File: config.mk
export PLATFORM = sky130hd
export DESIGN_NAME = keys_sched_ctrl_flat
export DESIGN_NICKNAME = d
export VERILOG_FILES = /design/src/rtl/keys_sched_ctrl_pkg.sv /design/src/rtl/keys_sched_ctrl_if.sv /design/src/rtl/keys_raddr_gen.sv /design/src/rtl/keys_sched_ctrl.sv /design/src/flat_wrapper.sv
export SDC_FILE = /design/constraint.sdc
export NUM_CORES = 1
export LEC_CHECK = 0
export CORE_MARGIN = 5
export CORE_UTILIZATION = 30
export CTS_BUF_LIST = sky130_fd_sc_hd__clkbuf_8
export DETAILED_ROUTE_END_ITERATION = 16
export GPL_ROUTABILITY_DRIVEN = 0
export PLACE_DENSITY = 0.73
export SLEW_MARGIN = 20
export SYNTH_ARGS = -nofsm -noshare
export SYNTH_HDL_FRONTEND = slang
export SYNTH_HIERARCHICAL = 1
export SYNTH_SLANG_ARGS = --single-unit
File: constraint.sdc
create_clock -name clk -period 2.6 [get_ports clk]
set_input_delay 0.52 -clock clk [delete_from_list [all_inputs] [get_ports clk]]
set_output_delay 0.52 -clock clk [all_outputs]
set_load 0.05 [all_outputs]
File: src/rtl/keys_sched_ctrl_pkg.sv
// Shared constants and FSM encoding for the SM4 round-key schedule controller.
// Optional error reporting is enabled with KEYS_SCHED_ERR_EN.
package keys_sched_ctrl_pkg;

   localparam int KEY_EXPAND_NUM = 32;
   localparam int ROUND_NUM      = 32;
   localparam int ADDR_WIDTH     = 5;
   localparam int PIPE_DEPTH     = 4;
   localparam int WORD_WIDTH     = 32;

   localparam int ITERS      = ROUND_NUM / PIPE_DEPTH;
   localparam int ITER_WIDTH = $clog2(ITERS);
   localparam int RADDR_W    = ADDR_WIDTH * PIPE_DEPTH;

   typedef enum logic [1:0] {
      S_IDLE = 2'd0,
      S_LOAD = 2'd1,
      S_RUN  = 2'd2
   } state_t;

endpackage

File: src/rtl/keys_sched_ctrl_if.sv
// Round-key buffer port bundle: write side and packed per-stage read side.
// The controller drives it through the master modport.
interface keys_sched_ctrl_if;
   import keys_sched_ctrl_pkg::*;

   logic                  buf_w_en;
   logic [ADDR_WIDTH-1:0] buf_w_addr;
   logic [WORD_WIDTH-1:0] buf_data_in;
   logic [RADDR_W-1:0]    buf_r_addr;
   logic                  buf_stall;

   modport master (
      output buf_w_en, buf_w_addr, buf_data_in,
      output buf_r_addr, buf_stall
   );

   modport slave (
      input buf_w_en, buf_w_addr, buf_data_in,
      input buf_r_addr, buf_stall
   );

endinterface

File: src/rtl/keys_raddr_gen.sv
// Per-stage read address: stage base plus iteration, mirrored for decrypt.
module keys_raddr_gen
   import keys_sched_ctrl_pkg::*;
#(
   parameter int STAGE = 0
) (
   input  logic [ITER_WIDTH-1:0] iter,
   input  logic                  dec,
   output logic [ADDR_WIDTH-1:0] addr
);

   localparam logic [ADDR_WIDTH-1:0] OFS = ADDR_WIDTH'(STAGE * ITERS);
   localparam logic [ADDR_WIDTH-1:0] TOP = ADDR_WIDTH'(ROUND_NUM - 1);

   logic [ADDR_WIDTH-1:0] base;

   assign base = OFS + ADDR_WIDTH'(iter);
   assign addr = dec ? (TOP - base) : base;

endmodule

File: src/rtl/keys_sched_ctrl.sv
// SM4 round-key buffer controller: key load sequencing and per-stage reads.
// Define KEYS_SCHED_ERR_EN to add the sticky err output and stall watchdog.
module keys_sched_ctrl
   import keys_sched_ctrl_pkg::*;
(
   input  logic                   clk,
   input  logic                   rst_n,
   input  logic                   key_load,
   input  logic                   dec_mode,
   input  logic                   kx_valid,
   input  logic [WORD_WIDTH-1:0]  kx_rk,
   input  logic                   stall,
   keys_sched_ctrl_if.master      bus,
   output logic                   keys_ready,
   output logic                   blk_accept,
`ifdef KEYS_SCHED_ERR_EN
   output logic                   err,
`endif
   output logic [ITER_WIDTH-1:0]  iter
);

   localparam logic [ADDR_WIDTH-1:0] LAST_W =
      ADDR_WIDTH'(KEY_EXPAND_NUM - 1);
   localparam logic [ITER_WIDTH-1:0] LAST_I =
      ITER_WIDTH'(ITERS - 1);

   state_t                state;
   logic [ADDR_WIDTH-1:0] wcnt;
   logic                  dec;
   logic [RADDR_W-1:0]    raddr_q;
   logic [RADDR_W-1:0]    raddr_nxt;
   logic [ITER_WIDTH-1:0] iter_nxt;
   logic                  run;
   logic                  wr;

   assign run = (state == S_RUN);
   assign wr  = kx_valid & (state == S_LOAD) & ~key_load;

   always_comb begin
      iter_nxt = iter;
      if (run)
         iter_nxt = (iter == LAST_I) ? '0 : iter + 1'b1;
   end

   for (genvar i = 0; i < PIPE_DEPTH; i++) begin : g_stage
      keys_raddr_gen #(.STAGE(i)) u_gen (
         .iter (iter_nxt),
         .dec  (dec),
         .addr (raddr_nxt[ADDR_WIDTH*i +: ADDR_WIDTH])
      );
   end

   assign bus.buf_w_en    = wr;
   assign bus.buf_w_addr  = wcnt;
   assign bus.buf_data_in = wr ? kx_rk : '0;
   assign bus.buf_r_addr  = raddr_q;
   assign bus.buf_stall   = stall | ~run;
   assign blk_accept      = run & (iter == '0) & ~stall;

   always_ff @(posedge clk or negedge rst_n) begin
      if (!rst_n) begin
         state      <= S_IDLE;
         wcnt       <= '0;
         iter       <= '0;
         dec        <= 1'b0;
         keys_ready <= 1'b0;
         raddr_q    <= '0;
      end else if (key_load) begin
         state      <= S_LOAD;
         wcnt       <= '0;
         iter       <= '0;
         dec        <= dec_mode;
         keys_ready <= 1'b0;
      end else begin
         unique case (state)
            S_LOAD: if (kx_valid) begin
               wcnt <= wcnt + 1'b1;
               // last key: publish stage addresses for iteration 0
               if (wcnt == LAST_W) begin
                  state      <= S_RUN;
                  keys_ready <= 1'b1;
                  raddr_q    <= raddr_nxt;
               end
            end
            S_RUN: if (!stall) begin
               iter    <= iter_nxt;
               raddr_q <= raddr_nxt;
            end
            default: ;
         endcase
      end
   end

`ifdef KEYS_SCHED_ERR_EN
   logic [7:0] wdog;

   always_ff @(posedge clk or negedge rst_n) begin
      if (!rst_n) begin
         err  <= 1'b0;
         wdog <= '0;
      end else if (key_load) begin
         err  <= 1'b0;
         wdog <= '0;
      end else begin
         if (run && stall) begin
            wdog <= wdog + 8'd1;
            if (wdog == 8'hff)
               err <= 1'b1;
         end else begin
            wdog <= '0;
         end
         if (kx_valid && state != S_LOAD)
            err <= 1'b1;
      end
   end
`endif

endmodule

File: src/flat_wrapper.sv
// flat-port wrapper written by rule: the top's interface ports become plain ports
module keys_sched_ctrl_flat import keys_sched_ctrl_pkg::*;
  (clk, rst_n, key_load, dec_mode, kx_valid, kx_rk, stall, keys_ready, blk_accept, iter, bus_buf_w_en, bus_buf_w_addr, bus_buf_data_in, bus_buf_r_addr, bus_buf_stall);
  keys_sched_ctrl_if bus_i ();
  input  logic clk;
  input  logic rst_n;
  input  logic key_load;
  input  logic dec_mode;
  input  logic kx_valid;
  input  logic [WORD_WIDTH-1:0] kx_rk;
  input  logic stall;
  output logic keys_ready;
  output logic blk_accept;
  output logic [ITER_WIDTH-1:0] iter;
  output wire logic [$bits(bus_i.buf_w_en)-1:0] bus_buf_w_en;
  output wire logic [$bits(bus_i.buf_w_addr)-1:0] bus_buf_w_addr;
  output wire logic [$bits(bus_i.buf_data_in)-1:0] bus_buf_data_in;
  output wire logic [$bits(bus_i.buf_r_addr)-1:0] bus_buf_r_addr;
  output wire logic [$bits(bus_i.buf_stall)-1:0] bus_buf_stall;
  assign bus_buf_w_en = bus_i.buf_w_en;
  assign bus_buf_w_addr = bus_i.buf_w_addr;
  assign bus_buf_data_in = bus_i.buf_data_in;
  assign bus_buf_r_addr = bus_i.buf_r_addr;
  assign bus_buf_stall = bus_i.buf_stall;
  keys_sched_ctrl u_core (.clk(clk), .rst_n(rst_n), .key_load(key_load), .dec_mode(dec_mode), .kx_valid(kx_valid), .kx_rk(kx_rk), .stall(stall), .bus(bus_i), .keys_ready(keys_ready), .blk_accept(blk_accept), .iter(iter));
endmodule
# Word level (Yosys, flattened, before mapping)

Cells that the tools add are included.

Bits in registers: 32
Bits of input ports: 38
Output and inout port bits: 64
Word-level logic and storage cells: 66

$add $sub $neg: 9
Equal/unequal tests: 8
Mux-type cells: 25
Bitwise gates (word level): 8
Reduce and logical (&&, ||, !) cells: 10

Operators with widths:

| kind                                             | number |
|---|---|
| 2-to-1 mux 20 bit                                | 3 |
| case mux 20 bit (2 select lines)                 | 1 |
| 2-to-1 mux 5 bit                                 | 7 |
| 2-to-1 mux 32 bit                                | 1 |
| 2-to-1 mux 3 bit                                 | 5 |
| subtractor 5 bit (first input constant)          | 3 |
| nonzero test 2 bit                               | 5 |
| 2-to-1 mux 2 bit                                 | 4 |
| != test 2 bit (second input constant)            | 4 |
| adder 4 x 3 -> 5 bit (first input constant)      | 1 |
| adder 4 x 4 -> 5 bit (first input constant)      | 1 |
| adder 5 x 1 -> 5 bit (second input constant)     | 1 |
| adder 5 x 3 -> 5 bit (first input constant)      | 1 |
| == test 5 bit (second input constant)            | 1 |
| AND reduction 5 bit                              | 1 |
| subtractor 1 x 4 -> 5 bit (first input constant) | 1 |
| bitwise AND 1 bit                                | 4 |
| 2-to-1 mux 1 bit                                 | 4 |
| AND reduction 2 bit                              | 2 |
| adder 3 x 1 -> 3 bit (second input constant)     | 1 |
| == test 3 bit (second input constant)            | 1 |
| zero test 3 bit                                  | 1 |
| NOT 1 bit                                        | 3 |
| AND reduction 3 bit                              | 1 |
| 3 further kinds                                  | 3 |

# Logic depth before layout (Yosys ltp)

Gate-level depths: netlist of run 1.

Word-level depth: 9
Mapped depth: 7
Mapped depth without buffers: 6

# Hierarchy

The synthesis of run 1 kept the hierarchy.

By module, submodules not included:

| module                                        | times used | cells each | area each (sq um) |
|---|---|---|---|
| keys_sched_ctrl                               | 1          | 135        | 1590.3 |
| keys_raddr_gen at u_core.g_stage[1].u_gen ... | 3          | 5          | 37.5 |
| keys_raddr_gen at u_core.g_stage[0].u_gen     | 1          | 5          | 41.3 |

# Least setup slack after synthesis of run 1

No wires, ideal clock.

Path kind: register to output
Start point: reg u_core.state[1]
End point: out blk_accept
Data arrival time: 2.432 ns
Data required time: 2.080 ns
Setup slack: -0.352 ns
Cell stages (with the launch flop): 4
Path buffers: 1
Cells stage by stage: dfrtp_1 -> or3b_1 -> buf_6 -> nor3b_1

Word-level cells in the longest chain between the ends: 3

RTL lines:

| what                            | line                  | RTL |
|---|---|---|
| start, declared                 | keys_sched_ctrl.sv:27 | `state_t state;` |
| start signal, assigned          | keys_sched_ctrl.sv:62 | `state <= S_IDLE;` |
| start signal, assigned          | keys_sched_ctrl.sv:69 | `state <= S_LOAD;` |
| start signal, assigned          | keys_sched_ctrl.sv:80 | `state <= S_RUN;` |
| == test 2 bit                   | keys_sched_ctrl.sv:36 | `assign run = (state == S_RUN);` |
| bitwise AND 1 bit (2 in series) | keys_sched_ctrl.sv:58 | `assign blk_accept = run & (iter == '0) & ~stall;` |
| end, declared                   | flat_wrapper.sv:13    | `output logic blk_accept;` |

No other way between the ends.

# Final worst setup path of run 1

Start point: in kx_valid
End point: out bus_buf_data_in[25]

Word-level cells in the longest chain between the ends: 3

RTL lines:

| what                            | line                  | RTL |
|---|---|---|
| start, declared                 | flat_wrapper.sv:9     | `input logic kx_valid;` |
| bitwise AND 1 bit (2 in series) | keys_sched_ctrl.sv:37 | `assign wr = kx_valid & (state == S_LOAD) & ~key_load;` |
| 2-to-1 mux 32 bit               | keys_sched_ctrl.sv:55 | `assign bus.buf_data_in = wr ? kx_rk : '0;` |
| end, declared                   | flat_wrapper.sv:17    | `output wire logic [$bits(bus_i.buf_data_in)-1:0] bus_buf_data_in;` |

No other way between the ends.

==> results of run 1 <==
-- power by group through the flow --
stage	clock network (W)	logic [W]	registers [W]
finish	0.000482	0.000310	0.000503
global route	0.000523	0.000327	0.000505
CTS	0.000501	0.000315	0.000504
detailed placement	0	0.000314	0.000513
floorplan	0	0.000127	0.000520
global placement	0	0.000310	0.000512
-- layout by cell type, fill, tap and decap left out, drive strengths merged --
master,count
nand2,1
or2b,1
clkinv,1
and3,1
nand4b,2
buf,43
a31oi,1
mux2,23
nand3b,2
and2,32
inv,5
a21oi,2
ha,5
mux2i,5
dfrtp,31
bufinv,1
a21o,1
o21ai,2
or3b,1
clkdlybuf4s50,66
nor2,9
nand2b,1
clkbuf,6
nor2b,1
nor3b,1
xor2,14
nand3,1
or3,1
-- flip-flops by register name (all words and copies together) (netlist names) --
signal and flops:
u_core/bus.buf_r_addr 20, u_core/bus.buf_w_addr 5, u_core/dec 1, u_core/iter 3, u_core/state 2
-- area by class of cell --
| cell class | count | area share [%] |
|---|---|---|
| sequential | 31 | 23.5 |
| clock buffer | 6 | 2.50 |
| inverter | 5 | 0.568 |
| tap | 72 | 2.73 |
| timing repair buffer | 109 | 43.4 |
| clock inverter | 2 | 1.06 |
| multi-input combinational | 107 | 26.3 |
-- cells by family after synthesis --
group / Yosys count / synth area share [%]
and+or+nand+nor: 54 / 18.6
DFF: 31 / 44.5
buffers and inverters: 17 / 6.03
AOI/OAI and AO/OA: 6 / 2.58
muxes: 28 / 17.7
adders and majority gates: 5 / 3.59
xor gates and xnor gates: 14 / 7.03
-- metrics by stage --
step / hold slack, ns / setup slack (ns) / power, W
after floorplan: 0.224 / 0.0420 / 0.000648
after global placement: 0.486 / 0.212 / 0.000822
after detailed placement: 0.493 / 0.230 / 0.000827
after CTS: 0.509 / 0.212 / 0.00132
after global routing: 0.524 / 0.158 / 0.00136
final: 0.504 / 0.228 / 0.00130
-- metal layers --
| metal | GRT usage, % | routed length [um] | part of all wire, % |
|---|---|---|---|
| met1 | 12.5 | 1620 | 34 |
| met2 | 22.2 | 2280 | 48 |
| met3 | 9.03 | 778 | 16 |
| met4 | 4.67 | 78 | 1.6 |
| met5 | 0 | 0 | 0 |
-- path summary, 6_finish.rpt --
| check | depth (start not counted) | to | from | slack [ns] |
|---|---|---|---|---|
| max in group asynchronous | 2 | u_core/dec | rst_n | 1.67 |
| hold / removal | 1 | u_core/bus.buf_r_addr[1] | u_core/bus.buf_r_addr[1] | 0.50 |
| min in group asynchronous | 2 | u_core/iter[1] | rst_n | 0.64 |
| setup / recovery | 6 | bus_buf_data_in[25] | kx_valid | 0.23 |
| setup reg to reg | 7 | u_core/bus.buf_r_addr[8] | u_core/bus.buf_w_addr[0] | 0.63 |
| hold reg to reg | 1 | u_core/bus.buf_r_addr[1] | u_core/bus.buf_r_addr[1] | 0.50 |
==> flow_metrics.env, run 1 <==
export IMPL_row_count=27
export IMPL_cts_htree_levels=2
export IMPL_crit_fanout=33
export IMPL_clk_pin_slew_worst_paths_ns=0.06
export IMPL_cts_resized_gates=0
export IMPL_drc=0
export IMPL_final_hold_viol_count=0
export IMPL_wl_per_cell_um=14.3
export IMPL_synth_edff_count=0
export IMPL_worstPathCellList="clkdlybuf4s50_1 -> nand3b_1 -> nor2_1 -> buf_12 -> and2_1 -> buf_12"
export IMPL_max_freq_mhz=422
export IMPL_dp_cells=324
export IMPL_finalNetCount=302
export IMPL_synth_area_leaders="dfrtp_1 44%, mux2_2 14%, and2_1 11%"
export IMPL_dr_pass1_iters=4
export IMPL_rsz0062_at_grt="false"
export IMPL_dpl_cell_area_um2=3190
export IMPL_fin_worst_skew_ns=0.00425
export IMPL_synth_area_um2=1740
export IMPL_netlist_top_cells_count="32 x and2_1, 31 x dfrtp_1, 22 x mux2_2, 14 x xor2_1, 9 x nor2_1"
export IMPL_yosys_area_top_type="dfrtp_1"
export IMPL_synthCells=155
export IMPL_cts_hold_buf=0
export IMPL_port_buffers=101
export IMPL_ant_nets=0
export IMPL_dieArea_um2=7440
export IMPL_die_width_um=86.3
export IMPL_drv_cap=0
export IMPL_chipHeight_um=86.3
export IMPL_clkLatencyLatePin_ns=0.28
export IMPL_fin_tns_setup_ns=0
export IMPL_drive_gt1_share_pct=28.8
export IMPL_vias=1487
export IMPL_synthDistinctLibCells=28
export IMPL_cts_root_buf="clkbuf_8"
export IMPL_overflow=0
export IMPL_post_route_util_pct=59.3
export IMPL_yosysMostFrequentCell="and2_1"
export IMPL_slew_headroom_pct=45.5
export IMPL_critPathTopFamily="buffers and inverters"
export IMPL_powerDensity_nw_per_um2=392
export IMPL_slowest_delay_ns=0.48
export IMPL_p_clk_share_pct=37.2
export IMPL_worst_pin_slew_ns=0.818
export IMPL_status="completed"
export IMPL_dp_hpwl_um=3970
export IMPL_synth_nets=198
export IMPL_syn2layout_area_growth_pct=89.5
export IMPL_grt_first_pass_wirelength_um=7600
export IMPL_postCtsSetupBuffers=0
export IMPL_fin_cells=332
export IMPL_synth_top_area_share_pct=44.5
export IMPL_viasPerCell=4.48
export IMPL_finalCritPeriodShare_pct=91.2
export IMPL_crit_slowest_cell="clkdlybuf4s50_1"
export IMPL_pwr_share_seq_pct=38.8
export IMPL_grt_max_degree=34
export IMPL_cts_buffers=5
export IMPL_cp_required_ns=2.08
export IMPL_async_flop_share_pct=100
export IMPL_synthFlopType="dfrtp_1"
export IMPL_clk_path_buf_depth=2
export IMPL_final_max_slew_viol_count=0
export IMPL_swShare_pct=26.0
export IMPL_min_period_ns=2.37
export IMPL_core_area_um2=5570
export IMPL_hold_path_class="flip-flop to flip-flop"
export IMPL_io_pins=102
export IMPL_cts_sinks=31
export IMPL_initial_core_util_pct=31.3
export IMPL_pwr_share_comb_pct=23.9
export IMPL_grt_pass1_vias=1600
export IMPL_grt_total_usage_pct=13.1
export IMPL_path_buf_inv=3
export IMPL_detail_route_wirelength_um=4760
export IMPL_multi_input_area_um2=868
export IMPL_final_fill_count=473
export IMPL_diodes=0
export IMPL_ys_seq_area_share_pct=44.5
export IMPL_p_int_w=0.000958
export IMPL_ys_ff_latch=31
export IMPL_arrival_ns=1.85
export IMPL_finalSetupViolations=0
export IMPL_power_leakage_nw=1.51
export IMPL_cp_end_kind="output pin"
export IMPL_regArea_um2=776
export IMPL_cp_start_kind="input pin"
export IMPL_syn_avg_cell_area_um2=11.3
export IMPL_irDropWorstVdd_mv=0.250
export IMPL_drtIter0Drc=30
export IMPL_switchingPower_w=0.000337
export IMPL_yosysWarningCount=6
export IMPL_worst_path_most_repeated_cell="buf_12"
export IMPL_tritoncts="built"
export IMPL_crit_type="input pin to output pin"
export IMPL_final_area_um2=3300
export IMPL_antenna_found_initial=0
Power figures use the tool's default switching activity.
==> inputs of run 2 (changes only) <==
Settings changed: PLACE_DENSITY 0.73 to 0.79.
Clock period 2.6 ns to 1.9 ns, I/O delays scaled along.
==> flow_metrics.env, run 2 (synthesized netlist as in run 1, its figures left out) <==
export IMPL_status="complete, but fails checks"
export IMPL_violations="setup timing"
export IMPL_worstPathCellList="nand3b_1 -> nor2_4 -> buf_12 -> and2_4 -> buf_12"
export IMPL_critPathTopFamily="simple AND/OR/NAND/NOR gates"
export IMPL_port_buffers=101
export IMPL_ant_nets=0
export IMPL_wl_per_cell_um=16.5
export IMPL_drc=0
export IMPL_total_power_w=0.00185
export IMPL_fin_cells=353
export IMPL_cp_start_kind="flip-flop"
export IMPL_final_area_um2=3690
export IMPL_initial_core_util_pct=31.3
export IMPL_arrival_ns=1.63
export IMPL_cts_buffers=5
export IMPL_post_route_util_pct=66.3
export IMPL_mostFrequentLayoutCell="clkdlybuf4s50_1"
export IMPL_drtIter0Drc=54
export IMPL_final_cell_mix="48 x clkdlybuf4s50_1, 36 x buf_12, 34 x buf_4"
export IMPL_fin_worst_skew_ns=0.00465
export IMPL_clk_path_buf_depth=2
export IMPL_largest_reg_flops=20
export IMPL_crit_type="flip-flop to output pin"
export IMPL_dp_hpwl_um=4290
export IMPL_cts_sinks=31
export IMPL_rsz0062_at_grt="true"
export IMPL_power_leakage_nw=1.74
export IMPL_grt_max_degree=32
export IMPL_clkLatencyLatePin_ns=0.28
export IMPL_final_hold_viol_count=0
export IMPL_hold_path_class="input pin to async pin"
export IMPL_worst_path_most_repeated_cell="buf_12"
export IMPL_tritoncts="built"
export IMPL_clk_pin_slew_worst_paths_ns=0.07
export IMPL_path_buf_inv=2
export IMPL_finalCritPeriodShare_pct=106
export IMPL_drive_gt1_share_pct=56.2
export IMPL_finalSetupViolations=45
export IMPL_io_pins=102
export IMPL_dp_cells=329
export IMPL_fin_ws_ns=-0.106
export IMPL_chipHeight_um=86.3
export IMPL_antenna_found_initial=0
export IMPL_cts_root_buf="clkbuf_8"
export IMPL_row_count=27
export IMPL_overflow=0
export IMPL_dr_pass1_iters=4
export IMPL_cts_hold_buf=0
export IMPL_max_freq_mhz=498
export IMPL_worst_pin_slew_ns=0.504
export IMPL_cts_htree_levels=2
export IMPL_min_period_ns=2.01
export IMPL_slew_headroom_pct=66.3
export IMPL_cp_required_ns=1.52
export IMPL_dpl_cell_area_um2=3390
export IMPL_die_width_um=86.3
export IMPL_diodes=0
export IMPL_drv_cap=0
export IMPL_syn2layout_area_growth_pct=112
export IMPL_core_area_um2=5570
export IMPL_grt_pass1_vias=1663
export IMPL_detail_route_wirelength_um=5840
export IMPL_finalNetCount=323
export IMPL_crit_fanout=17
export IMPL_irDropWorstVdd_mv=0.368
export IMPL_viasPerCell=4.37
export IMPL_crit_slowest_cell="dfrtp_2"
export IMPL_final_max_slew_viol_count=0
export IMPL_cp_end_kind="output pin"
export IMPL_dieArea_um2=7440
export IMPL_grt_first_pass_wirelength_um=9140
export IMPL_vias=1542
export IMPL_grt_total_usage_pct=16.1
export IMPL_slowest_delay_ns=0.40
export IMPL_powerDensity_nw_per_um2=500
-- run 2: cell types whose count changed in the layout (fill, tap and decap cells not counted), moves of 7 or more --
cell / delta
clkdlybuf4s50_1: -18
and2_1: -32
and2_4: +32
dfrtp_1: -7
mux2_2: -19
mux2_4: +20
dfrtp_2: +7
buf_4: +27
buf_6: +7
-- run 2: worst reg2reg max path: cells and delay by family, from the launching register on --
kind,cells,cell delay [ns]
muxes,1,0.29
and+or+nand+nor,1,0.41
DFF,1,0.39
buffers and inverters,3,0.50
AOI/OAI and AO/OA,1,0.23
-- run 2: worst paths after layout --
path	startpoint	slack [ns]	to	depth (start not counted)
max	u_core/state[1]	-0.11	bus_buf_data_in[27]	5
min	rst_n	0.49	u_core/bus.buf_r_addr[3]	2
max reg2reg	u_core/state[0]	-0.02	u_core/bus.buf_r_addr[6]	6
min reg2reg	u_core/bus.buf_r_addr[14]	0.51	u_core/bus.buf_r_addr[14]	1
max in group asynchronous	rst_n	1.10	u_core/state[1]	2
min in group clk	u_core/bus.buf_r_addr[14]	0.51	u_core/bus.buf_r_addr[14]	1
-- run 2: what timing repair did --
item                                    in CTS  in global routing
setup buffers                               12                  6
gates resized for setup                     15                  6
gates cloned                                 2                  1
endpoints found under the setup margin      35                 57
pin swaps                                    6                 16
-- run 2: layout make-up --
type	count	area (um2)
clock buffers	6	82.6
clock inverters	2	35.0
fillers	418	1880
inverters	5	18.8
multi-input cells	107	1080
flip-flops and latches	31	785
well taps	72	90.1
repair buffers	130	1610
-- run 2: through the flow --
step / TNS (ns) / hold WS (ns) / worst slack [ns]
after global placement: -7.95 / 0.500 / -0.202
after detailed placement: -8.87 / 0.500 / -0.242
final: -3.40 / 0.488 / -0.106
after CTS: -3.38 / 0.485 / -0.134
after floorplan: -0.741 / 0.0844 / -0.0745
after global routing: -7.49 / 0.525 / -0.209
-- run 2: report_power, final --
group / switching, W / internal (W)
logic: 0.000237 / 0.000264
registers: 0.00000972 / 0.000668
clock network: 0.000245 / 0.000424
total: 0.000492 / 0.00136
-- run 2: per-layer routing --
metal	vias to the layer above	routed length [um]	GRT usage, %
met5	-	0	0
met4	0	83	5.24
met3	7	155	2.85
met2	27	3180	29.2
met1	752	2420	19.2
li1	756	-	-
